--- config.mk ---
export PLATFORM = sky130hd
export DESIGN_NAME = mem_access
export DESIGN_NICKNAME = d
export VERILOG_FILES = /design/src/rtl/mem_access.sv
export SDC_FILE = /design/constraint.sdc
export NUM_CORES = 1
export LEC_CHECK = 0
export BUFFER_PORTS_ARGS = -buffer_cell sky130_fd_sc_hd__buf_2
export CAP_MARGIN = 20
export CELL_PAD_IN_SITES_DETAIL_PLACEMENT = 2
export CELL_PAD_IN_SITES_GLOBAL_PLACEMENT = 2
export CORE_ASPECT_RATIO = 1.75
export CORE_MARGIN = 3
export CORE_UTILIZATION = 32
export CTS_CLUSTER_DIAMETER = 80
export DETAILED_ROUTE_END_ITERATION = 10
export PLACE_DENSITY_LB_ADDON = 0.1
export SYNTH_ARGS = -nofsm -noshare
export SYNTH_HDL_FRONTEND = slang
export SYNTH_SLANG_ARGS = --single-unit
--- constraint.sdc ---
create_clock -name clk_i -period 2.6 [get_ports clk_i]
set_clock_uncertainty 0.1 [all_clocks]
set_input_delay 0.26 -clock clk_i [delete_from_list [all_inputs] [get_ports clk_i]]
set_output_delay 0.26 -clock clk_i [all_outputs]
set_load 0.1 [all_outputs]
--- src/rtl/mem_access.sv ---
// Memory-access / write-back stage: runs the data-RAM handshake for LOAD/STORE and
// forwards ALU results to register-file write-back. All outputs come straight from flops.
module mem_access #(
    parameter int unsigned WIDTH     = 16,
    parameter int unsigned RAM_WIDTH = 9,
    parameter int unsigned OP_WIDTH  = 4,
    parameter int unsigned REG_AW    = 3,
    parameter int unsigned TIMEOUT   = 15
) (
    input  logic                 clk_i,
    input  logic                 res_ni,
    input  logic                 valid_i,
    input  logic [OP_WIDTH-1:0]  op_i,
    input  logic [REG_AW-1:0]    dst_i,
    input  logic [WIDTH-1:0]     alu_o_i,
    input  logic [RAM_WIDTH-1:0] alu_a_i,
    output logic [RAM_WIDTH-1:0] ram_addr_o,
    output logic [WIDTH-1:0]     ram_wdata_o,
    output logic                 ram_re_o,
    output logic                 ram_we_o,
    input  logic [WIDTH-1:0]     ram_rdata_i,
    input  logic                 ram_ack_i,
    output logic                 wb_en_o,
    output logic [REG_AW-1:0]    wb_addr_o,
    output logic [WIDTH-1:0]     wb_data_o,
    output logic                 busy_o,
    output logic                 err_o,
    input  logic                 err_clr_i
);

    // Shared opcode encoding used by the ALU stage.
    localparam logic [OP_WIDTH-1:0] OpAdd   = OP_WIDTH'(1);
    localparam logic [OP_WIDTH-1:0] OpSub   = OP_WIDTH'(2);
    localparam logic [OP_WIDTH-1:0] OpAnd   = OP_WIDTH'(3);
    localparam logic [OP_WIDTH-1:0] OpOr    = OP_WIDTH'(4);
    localparam logic [OP_WIDTH-1:0] OpXor   = OP_WIDTH'(5);
    localparam logic [OP_WIDTH-1:0] OpLoadi = OP_WIDTH'(6);
    localparam logic [OP_WIDTH-1:0] OpLoad  = OP_WIDTH'(7);
    localparam logic [OP_WIDTH-1:0] OpStore = OP_WIDTH'(8);

    // Last wait cycle index: the request is held for exactly TIMEOUT cycles.
    localparam logic [7:0] TimeoutLast = 8'(TIMEOUT - 1);

    typedef enum logic [1:0] {StIdle, StRdWait, StWrWait} state_e;

    state_e               state_q, state_d;
    logic [RAM_WIDTH-1:0] addr_q, addr_d;
    logic [WIDTH-1:0]     wdata_q, wdata_d;
    logic                 re_q, re_d;
    logic                 we_q, we_d;
    logic                 wb_en_q, wb_en_d;
    logic [REG_AW-1:0]    wb_addr_q, wb_addr_d;
    logic [WIDTH-1:0]     wb_data_q, wb_data_d;
    logic [REG_AW-1:0]    dst_q, dst_d;
    logic [7:0]           cnt_q, cnt_d;
    logic                 busy_q;
    logic                 err_q, err_d;
    logic                 err_set;

    always_comb begin
        state_d   = state_q;
        addr_d    = addr_q;
        wdata_d   = wdata_q;
        re_d      = re_q;
        we_d      = we_q;
        wb_en_d   = 1'b0;
        wb_addr_d = wb_addr_q;
        wb_data_d = wb_data_q;
        dst_d     = dst_q;
        cnt_d     = cnt_q;
        err_set   = 1'b0;

        unique case (state_q)
            StIdle: begin
                if (valid_i) begin
                    case (op_i)
                        OpLoad: begin
                            re_d    = 1'b1;
                            addr_d  = alu_a_i;
                            dst_d   = dst_i;
                            cnt_d   = 8'd0;
                            state_d = StRdWait;
                        end
                        OpStore: begin
                            we_d    = 1'b1;
                            addr_d  = alu_a_i;
                            wdata_d = alu_o_i;
                            cnt_d   = 8'd0;
                            state_d = StWrWait;
                        end
                        OpAdd, OpSub, OpAnd, OpOr, OpXor, OpLoadi: begin
                            wb_en_d   = 1'b1;
                            wb_addr_d = dst_i;
                            wb_data_d = alu_o_i;
                        end
                        default: ;
                    endcase
                end
            end
            StRdWait: begin
                err_set = valid_i;
                if (ram_ack_i) begin
                    re_d      = 1'b0;
                    wb_en_d   = 1'b1;
                    wb_addr_d = dst_q;
                    wb_data_d = ram_rdata_i;
                    state_d   = StIdle;
                end else if (cnt_q == TimeoutLast) begin
                    re_d    = 1'b0;
                    err_set = 1'b1;
                    state_d = StIdle;
                end else begin
                    cnt_d = cnt_q + 8'd1;
                end
            end
            StWrWait: begin
                err_set = valid_i;
                if (ram_ack_i) begin
                    we_d    = 1'b0;
                    state_d = StIdle;
                end else if (cnt_q == TimeoutLast) begin
                    we_d    = 1'b0;
                    err_set = 1'b1;
                    state_d = StIdle;
                end else begin
                    cnt_d = cnt_q + 8'd1;
                end
            end
            default: state_d = StIdle;
        endcase

        // Set beats clear when both happen in the same cycle.
        if (err_set) begin
            err_d = 1'b1;
        end else if (err_clr_i) begin
            err_d = 1'b0;
        end else begin
            err_d = err_q;
        end
    end

    always_ff @(posedge clk_i or negedge res_ni) begin
        if (!res_ni) begin
            state_q   <= StIdle;
            addr_q    <= '0;
            wdata_q   <= '0;
            re_q      <= 1'b0;
            we_q      <= 1'b0;
            wb_en_q   <= 1'b0;
            wb_addr_q <= '0;
            wb_data_q <= '0;
            dst_q     <= '0;
            cnt_q     <= 8'd0;
            busy_q    <= 1'b0;
            err_q     <= 1'b0;
        end else begin
            state_q   <= state_d;
            addr_q    <= addr_d;
            wdata_q   <= wdata_d;
            re_q      <= re_d;
            we_q      <= we_d;
            wb_en_q   <= wb_en_d;
            wb_addr_q <= wb_addr_d;
            wb_data_q <= wb_data_d;
            dst_q     <= dst_d;
            cnt_q     <= cnt_d;
            busy_q    <= (state_d != StIdle);
            err_q     <= err_d;
        end
    end

    assign ram_addr_o  = addr_q;
    assign ram_wdata_o = wdata_q;
    assign ram_re_o    = re_q;
    assign ram_we_o    = we_q;
    assign wb_en_o     = wb_en_q;
    assign wb_addr_o   = wb_addr_q;
    assign wb_data_o   = wb_data_q;
    assign busy_o      = busy_q;
    assign err_o       = err_q;

endmodule

-- Word-level counts from Yosys, hierarchy flattened
Cells that the tools add are included.
- register bits after elaboration: 62
- bits of input ports: 53
- reductions and logical operators: 16
- equality and inequality tests: 21
- add/subtract/negate cells: 1
- mux-type cells: 35
- operator list (cell ; count):
    $mux 16 ; 3
    $mux 8 ; 4
    $pmux 16 s2 ; 1
    $eq 4x3->1 const B ; 4
    $pmux 8 s2 ; 1
    $mux 1 ; 14
    $reduce_and 4->1 ; 3
    $ne 2x2->1 const B ; 5
    $reduce_bool 2->1 ; 5
    $mux 3 ; 3
    $reduce_and 3->1 ; 3
    $add 8x1->8 const B ; 1
    $eq 4x2->1 const B ; 2
    $eq 8x4->1 const B ; 1
    $pmux 2 s2 ; 2
    $mux 2 ; 3
    $ne 2x1->1 const B ; 3
    $ne 3x3->1 const B ; 2
    $pmux 1 s2 ; 3
    $pmux 3 s2 ; 1
    $reduce_or 6->1 ; 1
    $reduce_and 5->1 ; 1
    $eq 4x1->1 const B ; 1
    $eq 4x4->1 const B ; 1
    4 further kinds ; 5

-- Depth between registers and ports, before layout
- depth after elaboration: 5
- gate-level depth with buffers: 7

-- Least setup slack after synthesis
No wires, ideal clock.
- path kind: flip-flop to flip-flop
- start: register state_q[1]
- end: register wb_data_q[10] (netlist: wb_data_o[10])
- stages on the path, launching flop included: 8
- setup time: 0.126 ns
- data arrival time: 1.961 ns
- required time: 2.374 ns
- slack: 0.412 ns
- clock period less this slack: 2.188 ns
- cell sequence: dfrtp_1 -> inv_1 -> ha_1 -> nand2_2 -> nor4_2 -> a2bb2oi_4 -> buf_12 -> mux2_4
- longest elaborated chain between the ends: 3
- elaborated cells on any way between the ends: 8
- those cells by class: eq/ne (4); mux (1); reduce/logical (3)
- ends and longest elaborated chain (item ; RTL line ; source):
    from (decl) ; 46 ; state_e state_q, state_d;
    from (signal assigned) ; 144 ; state_q <= StIdle;
    from (signal assigned) ; 157 ; state_q <= state_d;
    $eq 2x1->1 / $logic_not 2->1 (equally long branches) ; 73 ; unique case (state_q)
    $ne 2x2->1 (no line) (tied with other cells) ; n/a ;
    $reduce_and 4->1 (no line) ; n/a ;
    to (signal assigned) ; 164 ; wb_data_q <= wb_data_d;
    to (decl) ; 53 ; logic [WIDTH-1:0] wb_data_q, wb_data_d;
Several ways; a longest one is shown, not always the timed one.
A chain may end at the register's enable or synchronous reset.

-- Worst setup path after layout
- start: register state_q[1]
- end: register wb_data_q[4] (netlist: wb_data_o[4])
The elaborated chain is that of the path after synthesis.

==> metrics <==
clock buffer depth=2; fill count=between 900 and 1000; crit path time final=2.32 ns; Hold Crit Class=input port to register; top cell type's share of synthesized area=0.516; Achievable Freq=between 0.4 and 0.5 GHz; Root Driver=clkbuf_16; outcome=complete, no violations; Tcrit/Tclk final=0.894; post-cts repair resize count=0; via count=roughly 2300; Die X=between 70 and 80 um; largest net degree at the start of global routing=37; CTS Buf Count=9; Post-Syn Area=between 0.003 and 0.004 mm2; Post-DP HPWL=6520 um; WL/cell=approximately 19 um; layout cells sized above 1=0.580; CTS H-Tree Depth=3; RePlAce Congestion=roughly 0.75; first-pass GRT wire length=roughly 14000 um; slew of the pin with the lowest slew margin=0.831 ns; syn nets=around 280; sequential area share after synthesis=0.516; fin. max-slew vios=0; worst hold start=err_clr_i; max_cap viols=0; Pre-antenna DRT Iters=3; CP max FO=19; port bufs=approximately 100; Crit. End Element=register; DR DRC count=0; post-synth top area cell=dfrtp_1; die height=roughly 130 um; multiplexer share of the synthesized area=0.266; Syn Inst Count=~220; die area=0.0106 mm2; final hold violations=0; initial antenna violation count=0; Avg Cell Area, Syn=~13 um2; final setup violation count=0; Critical R2R Launch=state_q[1]; Compound-Gate Fraction of Synth Area=0.101; clk_lat worst skew=around 0.33 ns; Total GRT Usage=0.177; largest family of logic cells by synthesized area=multiplexers; Synth area leaders=dfrtp_1 (52%), mux2_2 (21%), mux2_4 (5.0%); headroom to the max-slew limit=0.446; Final #Nets=around 390; number of flops mapped to enable cells by yosys=0; synth unique cells=44; clock slew at reported path FFs=0.05 ns; vias in the first global route=approximately 2700; final antenna-violating net count=0; TritonCTS clock tree=yes; WL final=8580 um; Antenna Diode Count=0; xor and xnor fraction of the mapped netlist area=0; Post-Synth Adder-Cell Area=0.0250; YS warnings=0; vias per cell=between 4 and 5; Core Rows=46; crit start category=register; clock sinks=62; Post-synth top flop=dfrtp_1; I/O pin count=approximately 100; Area Overhead vs Synth=32.9%; CP required=~2.7 ns; Setup crit start=state_q[1]; critical path arrival=~2.4 ns; WS Path Type=register to register; Setup TNS=0 ns; synth cell count leaders=dfrtp_1 (62), mux2_2 (56), inv_1 (10), mux2_4 (10), o21ai_0 (8); Initial DRC Count=43; RSZ-0062 raised after global routing=false; core box area=around 0.0091 mm2; GR Overflow Total=0; post-synthesis register bit count=62; asr flop ratio synth=1.00; cell with the most instances after synthesis=dfrtp_1; initial cell density of the core=0.330; Synth Area in Simple Gates=0.0608
path summary, 6_finish.rpt:
kind | cells past startpoint | slack (ns) | endpoint
max | 7 | 0.28 | wb_data_o[4]
min | 2 | 0.02 | err_o
max reg2reg | 7 | 0.28 | wb_data_o[4]
min reg2reg | 1 | 0.40 | ram_wdata_o[11]
max in group asynchronous | 3 | 1.36 | wb_data_o[13]
min in group asynchronous | 2 | 0.41 | ram_addr_o[7]
metal layers:
metal | wire length [um] | track usage | vias to the layer above
li1 | - | - | 1046
met1 | 2870 | 0.175 | 1137
met2 | 5210 | 0.341 | 53
met3 | 289 | 0.0356 | 15
met4 | 214 | 0.0832 | 0
met5 | 0 | 0 | -
worst max-delay path, stage by stage, from the launching register on:
cell,delay (ns)
dfrtp_1,0.43
inv_1,0.10
ha_1,0.29
nand2_2,0.11
nor4_2,0.42
a2bb2oi_4,0.21
buf_12,0.19
mux2_2,0.35
per-stage QoR:
step	util	area [um2]	setup slack [ns]	instances	hold slack, ns
floorplan	-	3010	0.412	223	-0.136
global placement	0.404	3680	0.376	442	0.244
detailed placement	0.404	3680	0.246	442	0.243
CTS	0.439	4000	0.223	458	0.0182
global route	0.439	4000	0.0815	458	0.0223
finish	0.439	4000	0.277	458	0.0225
state kept, by name, summed over array words and instances, names as in the netlist, 2 cells and up:
signal,count
cnt_q,8
dst_q,3
ram_addr_o,9
ram_wdata_o,16
state_q,2
wb_addr_o,3
wb_data_o,16
layout by cell type, fill, tap and decap left out, drive strengths merged, types with 4 or more instances in the layout:
| master | instances |
|---|---|
| mux2 | 66 |
| inv | 10 |
| dfrtp | 62 |
| o22ai | 4 |
| clkbuf | 12 |
| nand2 | 4 |
| nor2 | 4 |
| buf | 107 |
| a21oi | 5 |
| o21ai | 8 |
| ha | 6 |
area by class of cell:
class	instances	area (um2)	share of cell area
Sequential cell	62	1550	0.388
Clock inverter	3	42.5	0.0106
Tap cell	120	150	0.0376
Inverter	10	37.5	0.00940
Clock buffer	12	267	0.0667
Multi-Input combinational cell	143	1360	0.341
Timing Repair Buffer	108	586	0.147
what timing repair did:
| item | 4_1_cts | 5_1_grt |
|---|---|---|
| buffers inserted | 0 | 0 |
| hold buffers | 1 | 0 |
| endpoints found under the hold margin | 26 | 0 |
cells by family (layout without fill, tap and decap cells):
kind of cell             Yosys count  after routing
multiplexers                      68             68
flip-flops                        62             62
AO/OA/AOI/OAI                     41             41
AND/OR/NAND/NOR                   28             28
buffers and inverters             18            133
adder cells (fa/ha/maj)            6              6
Power is not shown: default switching activity piles up to over one toggle a cycle in this logic, so the estimate is an artifact.
